[src/rtl/conv_psum_accum_pkg.sv]
// Shared types and helpers for the conv partial-sum accumulator.
// State encoding, address-width function and default sizes.
package conv_psum_accum_pkg;

  typedef enum logic [1:0] {
    ST_IDLE  = 2'd0,
    ST_ACCUM = 2'd1,
    ST_DRAIN = 2'd2
  } state_e;

  function automatic int clogb2(input int n);
    int r;
    int v;
    r = 0;
    v = n - 1;
    while (v > 0) begin
      r++;
      v = v >> 1;
    end
    return (r < 1) ? 1 : r;
  endfunction

  localparam int DEPTH_DEF   = 32;
  localparam int ADC_P_DEF   = 8;
  localparam int IN_BITS_DEF = 8;
  localparam int ACC_W_DEF   = 16;
  localparam int AW_DEF      = clogb2(DEPTH_DEF);

endpackage

[src/rtl/conv_psum_accum_if.sv]
// Input beat / output stream bundle of the psum accumulator.
// master drives stimulus and ready, slave is the accumulator.
interface conv_psum_accum_if
  import conv_psum_accum_pkg::*;
#(
  parameter int ADC_P = ADC_P_DEF,
  parameter int ACC_W = ACC_W_DEF,
  parameter int AW    = AW_DEF
);
  logic             start;
  logic             in_valid;
  logic [ADC_P-1:0] in_data;
  logic [AW-1:0]    in_addr;
  logic             busy;
  logic             out_valid;
  logic             out_ready;
  logic [ACC_W-1:0] out_data;
  logic [AW-1:0]    out_addr;
  logic             done;
  logic             err;

  modport master (
    output start, in_valid, in_data,
    output in_addr, out_ready,
    input  busy, out_valid, out_data,
    input  out_addr, done, err
  );

  modport slave (
    input  start, in_valid, in_data,
    input  in_addr, out_ready,
    output busy, out_valid, out_data,
    output out_addr, done, err
  );
endinterface

[src/rtl/conv_psum_accum_rf.sv]
// DEPTH x ACC_W accumulator file: one write port that either
// overwrites or adds to the stored value, one drain read port.
module conv_psum_accum_rf #(
  parameter int DEPTH = 32,
  parameter int ACC_W = 16,
  parameter int AW    = 5
) (
  input  logic             clk,
  input  logic             we_i,
  input  logic             add_i,
  input  logic [AW-1:0]    wa_i,
  input  logic [ACC_W-1:0] wd_i,
  input  logic [AW-1:0]    ra_i,
  output logic [ACC_W-1:0] rd_o
);
  logic [ACC_W-1:0] mem_q [0:DEPTH-1];
  logic [ACC_W-1:0] opnd;

  assign opnd = mem_q[wa_i];
  assign rd_o = mem_q[ra_i];

  // Overwrite on the first slice, accumulate on later ones.
  always_ff @(posedge clk) begin
    if (we_i) begin
      mem_q[wa_i] <= add_i ? opnd + wd_i : wd_i;
    end
  end
endmodule

[src/rtl/conv_psum_accum.sv]
// Shift-add accumulator behind the PIM conv crossbar stage:
// folds IN_BITS bit-slices per column, then streams DEPTH sums.
module conv_psum_accum
  import conv_psum_accum_pkg::*;
#(
  parameter int DEPTH   = DEPTH_DEF,
  parameter int ADC_P   = ADC_P_DEF,
  parameter int IN_BITS = IN_BITS_DEF,
  parameter int ACC_W   = ACC_W_DEF
) (
  input  logic clk,
  input  logic rst,
  conv_psum_accum_if.slave bus
);
  localparam int AW = clogb2(DEPTH);
  localparam int SW = clogb2(IN_BITS);

  if (ACC_W < ADC_P + IN_BITS) begin : g_accw_chk
    $error("ACC_W narrower than ADC_P+IN_BITS");
  end
  // The first drain word is read while the last beat is written.
  if (DEPTH < 2) begin : g_depth_chk
    $error("DEPTH must be at least 2");
  end

  state_e           state_q;
  logic [AW-1:0]    wr_addr_q;
  logic [SW-1:0]    slice_q;
  logic [AW-1:0]    rd_ptr_q;
  logic             out_valid_q;
  logic [ACC_W-1:0] out_data_q;
  logic [AW-1:0]    out_addr_q;
  logic             done_q;
  logic             err_q;

  logic             beat;
  logic             last_addr;
  logic             last_slice;
  logic             last_rd;
  logic             accept;
  logic [ACC_W-1:0] shd;
  logic [AW-1:0]    rd_sel;
  logic [ACC_W-1:0] rd_data;

  assign beat       = (state_q == ST_ACCUM) && bus.in_valid;
  assign last_addr  = wr_addr_q == AW'(DEPTH - 1);
  assign last_slice = slice_q == SW'(IN_BITS - 1);
  assign last_rd    = rd_ptr_q == AW'(DEPTH - 1);
  assign accept     = out_valid_q && bus.out_ready;
  assign shd        = ACC_W'(bus.in_data) << slice_q;

  // Prefetch address: word 0 on entry, next word while draining.
  assign rd_sel = (state_q == ST_DRAIN && !last_rd)
                ? rd_ptr_q + 1'b1 : '0;

  conv_psum_accum_rf #(
    .DEPTH (DEPTH),
    .ACC_W (ACC_W),
    .AW    (AW)
  ) u_rf (
    .clk   (clk),
    .we_i  (beat),
    .add_i (slice_q != '0),
    .wa_i  (wr_addr_q),
    .wd_i  (shd),
    .ra_i  (rd_sel),
    .rd_o  (rd_data)
  );

  // Window FSM with its counters and registered outputs.
  always_ff @(posedge clk or negedge rst) begin
    if (!rst) begin
      state_q     <= ST_IDLE;
      wr_addr_q   <= '0;
      slice_q     <= '0;
      rd_ptr_q    <= '0;
      out_valid_q <= 1'b0;
      out_data_q  <= '0;
      out_addr_q  <= '0;
      done_q      <= 1'b0;
      err_q       <= 1'b0;
    end else begin
      done_q <= 1'b0;
      unique case (state_q)
        ST_IDLE: begin
          if (bus.start) begin
            wr_addr_q <= '0;
            slice_q   <= '0;
            err_q     <= 1'b0;
            state_q   <= ST_ACCUM;
          end
        end
        ST_ACCUM: begin
          if (bus.in_valid) begin
            if (bus.in_addr != wr_addr_q) err_q <= 1'b1;
            if (last_addr) begin
              wr_addr_q <= '0;
              if (last_slice) begin
                state_q     <= ST_DRAIN;
                rd_ptr_q    <= '0;
                out_valid_q <= 1'b1;
                out_data_q  <= rd_data;
                out_addr_q  <= '0;
              end else begin
                slice_q <= slice_q + 1'b1;
              end
            end else begin
              wr_addr_q <= wr_addr_q + 1'b1;
            end
          end
        end
        ST_DRAIN: begin
          if (accept) begin
            if (last_rd) begin
              out_valid_q <= 1'b0;
              done_q      <= 1'b1;
              state_q     <= ST_IDLE;
            end else begin
              rd_ptr_q   <= rd_sel;
              out_data_q <= rd_data;
              out_addr_q <= rd_sel;
            end
          end
        end
        default: state_q <= ST_IDLE;
      endcase
    end
  end

  assign bus.busy      = state_q != ST_IDLE;
  assign bus.out_valid = out_valid_q;
  assign bus.out_data  = out_data_q;
  assign bus.out_addr  = out_addr_q;
  assign bus.done      = done_q;
  assign bus.err       = err_q;
endmodule
[src/flat_wrapper.sv]
// flat-port wrapper written by rule: the top's interface ports become plain ports
module conv_psum_accum_flat import conv_psum_accum_pkg::*;
#(
  parameter int DEPTH   = DEPTH_DEF,
  parameter int ADC_P   = ADC_P_DEF,
  parameter int IN_BITS = IN_BITS_DEF,
  parameter int ACC_W   = ACC_W_DEF
)
  (clk, rst, bus_start, bus_in_valid, bus_in_data, bus_in_addr, bus_out_ready, bus_busy, bus_out_valid, bus_out_data, bus_out_addr, bus_done, bus_err);
  conv_psum_accum_if #(.ADC_P(ADC_P), .ACC_W(ACC_W)) bus_i ();
  input  logic clk;
  input  logic rst;
  input wire logic [$bits(bus_i.start)-1:0] bus_start;
  input wire logic [$bits(bus_i.in_valid)-1:0] bus_in_valid;
  input wire logic [$bits(bus_i.in_data)-1:0] bus_in_data;
  input wire logic [$bits(bus_i.in_addr)-1:0] bus_in_addr;
  input wire logic [$bits(bus_i.out_ready)-1:0] bus_out_ready;
  output wire logic [$bits(bus_i.busy)-1:0] bus_busy;
  output wire logic [$bits(bus_i.out_valid)-1:0] bus_out_valid;
  output wire logic [$bits(bus_i.out_data)-1:0] bus_out_data;
  output wire logic [$bits(bus_i.out_addr)-1:0] bus_out_addr;
  output wire logic [$bits(bus_i.done)-1:0] bus_done;
  output wire logic [$bits(bus_i.err)-1:0] bus_err;
  assign bus_i.start = bus_start;
  assign bus_i.in_valid = bus_in_valid;
  assign bus_i.in_data = bus_in_data;
  assign bus_i.in_addr = bus_in_addr;
  assign bus_i.out_ready = bus_out_ready;
  assign bus_busy = bus_i.busy;
  assign bus_out_valid = bus_i.out_valid;
  assign bus_out_data = bus_i.out_data;
  assign bus_out_addr = bus_i.out_addr;
  assign bus_done = bus_i.done;
  assign bus_err = bus_i.err;
  conv_psum_accum #(.DEPTH(DEPTH), .ADC_P(ADC_P), .IN_BITS(IN_BITS), .ACC_W(ACC_W)) u_core (.clk(clk), .rst(rst), .bus(bus_i));
endmodule
[config.mk]
export PLATFORM = sky130hd
export DESIGN_NAME = conv_psum_accum_flat
export DESIGN_NICKNAME = d
export VERILOG_FILES = /design/src/rtl/conv_psum_accum_pkg.sv /design/src/rtl/conv_psum_accum_if.sv /design/src/rtl/conv_psum_accum_rf.sv /design/src/rtl/conv_psum_accum.sv /design/src/flat_wrapper.sv
export SDC_FILE = /design/constraint.sdc
export NUM_CORES = 1
export LEC_CHECK = 0
export CORE_MARGIN = 8
export CORE_UTILIZATION = 55
export CTS_CLUSTER_DIAMETER = 150
export DETAILED_ROUTE_END_ITERATION = 10
export PLACE_DENSITY_LB_ADDON = 0.08
export SLEW_MARGIN = 40
export SYNTH_ARGS = -nofsm -noshare
export SYNTH_HDL_FRONTEND = slang
export SYNTH_SLANG_ARGS = --single-unit
export TNS_END_PERCENT = 1
[constraint.sdc]
create_clock -name clk -period 5 [get_ports clk]
set_input_delay 1 -clock clk [delete_from_list [all_inputs] [get_ports clk]]
set_output_delay 1 -clock clk [all_outputs]
set_load 0.01 [all_outputs]
# Word-level counts from Yosys, hierarchy flattened
# Memory sizes are Yosys's and may differ from the RTL's.
# Index checks and enable logic that the tools add are counted.
# classes
n_addsub,4
n_eq_ne,15
shifts,1
n_mux,45
reduce_logical,15
# ops
op,count
16-bit 2-to-1 mux,6
5-bit 2-to-1 mux,9
16-bit one-hot mux with 2 select lines,1
5-bit one-hot mux with 2 select lines,2
6-bit AND reduction,3
16-bit adder,1
8-bit by 3-bit left shift with 16-bit output,1
1-bit 2-to-1 mux,13
2-bit 2-to-1 mux,6
3-bit 2-to-1 mux,4
5-bit by 1-bit adder with 5-bit output (second input constant),2
5-bit == test (second input constant),2
2-bit inequality test (second input constant),5
2-bit by 1-bit inequality test with 1-bit output (second input constant),4
2-bit one-hot mux with 3 select lines,1
3-bit one-hot mux with 2 select lines,1
2-bit nonzero test,3
5-bit inequality test,1
5-bit AND reduction,1
1-bit one-hot mux with 2 select lines,2
4-bit AND reduction,1
3-bit by 1-bit adder with 3-bit output (second input constant),1
3-bit == test (second input constant),1
1-bit logical AND,3
6 further kinds,6
# totals
register_bits,34
ramBits,512
out_inout_bits,25
elab_cells,89
memories,1
# memory_table
name,depth,width,read_ports,rd_clocked_by_memory_dff,wr,line_no,text
u_core.u_rf.mem_q,32,16,2,0,1,conv_psum_accum_rf.sv:16,logic [ACC_W-1:0] mem_q [0:DEPTH-1];

# Depth between registers and ports, before layout
# An unclocked memory read counts as a cell.
# depth
ltp_word,9
depth_mapped,16
ltp_nobuf,13

# Modules after synthesis
# From an unflattened synthesis, not the netlist that was laid out.
# hier_totals
cells_unflattened,1357
hier_area_um2,26231.4
# by_module_without_submodules
module,n_inst,cells_each,area_per_inst_um2,seq_area_each_um2
conv_psum_accum_rf,1,1160,24144.4,15374.7
conv_psum_accum,1,197,2087.0,850.8

# Worst setup path after synthesis
# OpenSTA, ideal clock, no wires.
# synth_path
path_type,register to register
start,register u_core.wr_addr_q[1]
end,"memory u_core.u_rf.mem_q[0][6], data pin"
setup_ns,0.467
arrival_ns,4.910
required_ns,4.533
slack_ns,-0.378
stages_incl_launch_ff,17
path_buffers,4
synth_period_minus_slack_ns,5.378
cell_sequence,dfrtp_1 > buf_2 > buf_2 > buf_2 > buf_2 > mux4_2 > a22oi_1 > nand4_1 > ha_1 > inv_1 > fa_1 > nor2b_1 > o21a_1 > o21ai_0 > a21boi_0 > o211a_1 > a211oi_1
# synth_via
elab_chain_cells,3
# synth_lines
item,line_no,text
"start, declared",conv_psum_accum.sv:27,logic [AW-1:0] wr_addr_q;
"start signal, assigned",conv_psum_accum.sv:108,wr_addr_q <= wr_addr_q + 1'b1;
memory 32 x 16 bit,n/a,
16-bit adder,conv_psum_accum_rf.sv:25,mem_q[wa_i] <= add_i ? opnd + wd_i : wd_i;
16-bit 2-to-1 mux,conv_psum_accum_rf.sv:25,
"end, declared",conv_psum_accum_rf.sv:16,
# Every way passes these cells.

# Worst setup path after layout
# layout_path
start,register u_core.wr_addr_q[2]
end,"memory u_core.u_rf.mem_q[27][13], data pin"
# The elaborated chain is that of the path after synthesis.

==> results_dict.tcl <==
set metrics [dict create \
    synthArstFlopShare 0.0623 \
    synth_top_area_frac 0.581 \
    groute.usage.overall 0.327 \
    total_switching_power_uw 7040 \
    final_period_minus_worst_setup_slack_ns 4.69 \
    worst_pin_slew_ns 0.899 \
    clock_tree.buffer_depth 3 \
    cts.sinks 546 \
    io_pins 43 \
    avgViaCountPerCell 7.39 \
    die_height_um 235 \
    largest_net_degree_at_the_start_of_global_routing 112 \
    grt_pass1_wl_um 132000 \
    final-max-slew-violation-count 0 \
    synth_cells 1839 \
    synth.yosys.seq_area_share 0.613 \
    cts_tree "built" \
    std_cell_rows 80 \
    die_area_um2 55400 \
    tritoncts.num_buffers 56 \
    ys.flop_type "edfxtp_1" \
    power_per_cell_area_nw_per_um2 649 \
    initial_antenna_violation_count 2 \
    starting_density_of_the_core 0.555 \
    post-synth-top-area-cell "edfxtp_1" \
    gp_congestion 0.914 \
    synthToLayoutAreaGrowth_pct 15.4 \
    via_count_of_the_first_global_routing_pass 18900 \
    cell_variety_after_synth 72 \
    post_cts.repair.setup_buffers 0 \
    final.period_utilization 0.937 \
    min_path_type "input pin to async pin" \
    worst_path_dominant_cell_family "compound AO/OA/AOI/OAI gates" \
    worstPathRequired_ns 5.47 \
    post_layout_nonfiller_instances 2606 \
    clock_tree.root_cell "clkbuf_16" \
    synth-warning-count 0 \
    ctsHoldBuffers 0 \
    combinationalPowerShare 0.375 \
    number_of_cells_upsized_or_downsized_after_cts 0 \
    critical_path_buf_inv_count 3 \
    fin_skew_ns 0.0281 \
    die_span_x_um 235 \
    detail_route.drc_violations 0 \
    detail_route.iter0.violations 2806 \
    mappedNetlistArea_um2 26500 \
    report.final.hold_viol_count 0 \
    routed_wirelength_um 92600 \
    dpl.hpwl_um 59300 \
    total_of_endpoints_with_negative_setup_slack_in_the_final_report 0 \
    pwr-share-clk 0.213 \
    h-tree-depth 2 \
    synth_nets 1883 \
    clk_pin_slew_worst_paths_ns 0.06 \
    core_area_um2 47600 \
    maxSlewHeadroom 0.397 \
    static-leakage-power_uw 0.0101 \
    fin_util 0.641 \
    placed_cells_incl_taps 2490 \
    worst-setup-path-type "flip-flop to flip-flop" \
    outcome "complete, no violations" \
    critical_path.startpoint_type "flip-flop" \
    worstPathCellList "buf_4, nor3b_2, buf_4, a22oi_1, nand4_1, ha_1, nand4_1, a21o_1, a211oi_1, a311o_1, mux2i_2, buf_12" \
    yosys-top-cells-area "edfxtp_1 (58%), mux4_2 (12%), dfrtp_1 (3.2%)" \
    power.sequential.fraction 0.413 \
    setup_total_negative_slack_ns 0 \
    peakVddDrop_v 0.000867 \
    synth-seq-cells 546 \
    detailroute.via_count 19300 \
    drt-wirelength-per-cell_um 35.5 \
    switching_fraction_of_total_power 0.356 \
    critPathSlowestCell "dfrtp_1" \
    grt.overflow.total 0 \
    finalPower_uw 19800 \
    max_stage_delay_ns 0.70 \
    maxCapViolCount 0 \
    drtPass1Iterations 6 \
    synth_enable_flop_cells 512 \
    syn_area_per_cell_um2 14.4 \
    cp.arrival_ns 5.16 \
    fmax_mhz 213 \
    antenna_violating_nets_post_route 0 \
    worst_skew_pair_latency_ns 0.64 \
    internal-power_uw 12800 \
    final_net_count 1988 \
    crit_path_max_fanout 32 \
    numPortBuffers 42 \
    critPathCaptureType "flip-flop" \
    share_of_final_layout_standard_cells_stronger_than_drive_strength_1 0.232 \
    grt_setup_unrepaired "no" \
]
-- sequential cells by signal, summed over array words and instances (netlist names) --
register	flops
u_core.bus.out_valid	1
u_core.bus.err	1
u_core.bus.out_data	16
u_core.u_rf.mem_q	512
u_core.bus.done	1
u_core.bus.out_addr	5
u_core.state_q	2
u_core.wr_addr_q	5
u_core.slice_q	3
-- power groups by stage --
stage / Combinational (uW) / Clock, uW / Sequential [uW]
global route: 7830 / 4380 / 8190
global placement: 7080 / 0 / 8250
detailed placement: 7220 / 0 / 8270
finish: 7420 / 4210 / 8170
CTS: 7240 / 4210 / 8180
floorplan: 3740 / 0 / 8190
-- routing by layer --
| layer | GRT usage | routed length, um | vias up |
|---|---|---|---|
| met1 | 0.434 | 34500 | 9789 |
| met2 | 0.494 | 41000 | 1473 |
| met3 | 0.0952 | 12000 | 280 |
| met5 | 0 | 23 | - |
| met4 | 0.160 | 5060 | 4 |
| li1 | - | - | 7704 |
-- worst paths after layout --
path                                                  start                                  end  slack (ns)  cells past startpoint
setup / recovery            u_core.wr_addr_q[2]$_DFFE_PN0P_  u_core.u_rf.mem_q[27][13]$_DFFE_PP_        0.31                     12
hold / removal                                          rst   u_core.bus.out_addr[1]$_DFFE_PN0P_        0.38                      1
setup reg to reg            u_core.wr_addr_q[2]$_DFFE_PN0P_  u_core.u_rf.mem_q[27][13]$_DFFE_PP_        0.31                     12
hold reg to reg            u_core.bus.out_valid$_DFFE_PN0P_     u_core.bus.out_valid$_DFFE_PN0P_        0.50                      2
max in group asynchronous                               rst      u_core.wr_addr_q[1]$_DFFE_PN0P_        3.74                      2
min in group clk           u_core.bus.out_valid$_DFFE_PN0P_     u_core.bus.out_valid$_DFFE_PN0P_        0.50                      2
-- cells in the final DEF (no fill, tap or decap), drive strengths merged, types with 29 or more instances in the layout --
cell type	netlist	layout
clkbuf	73	72
clkdlybuf4s50	0	41
edfxtp	512	512
mux4	142	142
mux2i	57	57
nor2	69	69
a21oi	43	43
a211oi	59	59
a22oi	67	67
nand2	183	183
buf	70	148
dfrtp	34	34
nand4	29	29
o21ai	72	72
nand3	43	43
o22ai	68	68
-- cell families (layout without fill, tap and decap cells) --
| group | count (synthesis) | after routing | synth area share |
|---|---|---|---|
| XOR/XNOR | 15 | 15 | 0.00497 |
| adder cells (fa/ha/maj) | 26 | 26 | 0.0126 |
| flip-flops | 546 | 546 | 0.613 |
| AND/OR/NAND/NOR | 440 | 440 | 0.0798 |
| other | 0 | 1 | 0 |
| AO/OA/AOI/OAI | 443 | 443 | 0.115 |
| buffers and inverters | 156 | 307 | 0.0259 |
| multiplexers | 213 | 213 | 0.148 |
-- through the flow --
stage	worst slack (ns)	hold WS, ns	instance area [um^2]
floorplan	-0.123	0.520	26500
global placement	0.269	0.482	28500
detailed placement	0.240	0.488	28600
CTS	0.189	0.390	30400
global route	0.135	0.383	30500
finish	0.315	0.379	30500
-- cells in the mapped netlist, types with 4 or more instances --
| master | number |
|---|---|
| a31oi_1 | 16 |
| and3_1 | 15 |
| nand3b_1 | 4 |
| nor3_1 | 22 |
| clkbuf_1 | 73 |
| buf_4 | 7 |
| mux2_2 | 14 |
| a211oi_1 | 59 |
| a311oi_1 | 25 |
| a21o_1 | 12 |
| a22o_1 | 10 |
| o21ai_0 | 68 |
| mux4_2 | 142 |
| o21ai_1 | 4 |
| nand2_1 | 182 |
| a22oi_1 | 67 |
| o21bai_1 | 13 |
| inv_1 | 11 |
| dfrtp_1 | 34 |
| nor3b_1 | 5 |
| nand3_1 | 43 |
| a21oi_1 | 43 |
| a2111oi_0 | 11 |
| xnor2_1 | 10 |
| edfxtp_1 | 512 |
| a32oi_1 | 8 |
| or2_2 | 5 |
| nor2_1 | 69 |
| or3_1 | 17 |
| nand2b_1 | 14 |
| mux2i_1 | 57 |
| nand4_1 | 29 |
| o211ai_1 | 12 |
| xor2_1 | 5 |
| a222oi_1 | 6 |
| buf_2 | 41 |
| o22ai_1 | 68 |
| buf_1 | 19 |
| nor2b_1 | 15 |
| ha_1 | 25 |
-- layout make-up --
| type | instances | area (um^2) |
|---|---|---|
| Sequential cell | 546 | 16200 |
| Inverter | 13 | 48.8 |
| Antenna cell | 1 | 2.50 |
| Timing Repair Buffer | 190 | 1830 |
| Tap cell | 615 | 769 |
| Fill cell | 3486 | 17100 |
| Clock inverter | 33 | 310 |
| Multi-Input combinational cell | 1137 | 9850 |
| Clock buffer | 71 | 1500 |
(Power assumes the default switching activity.)
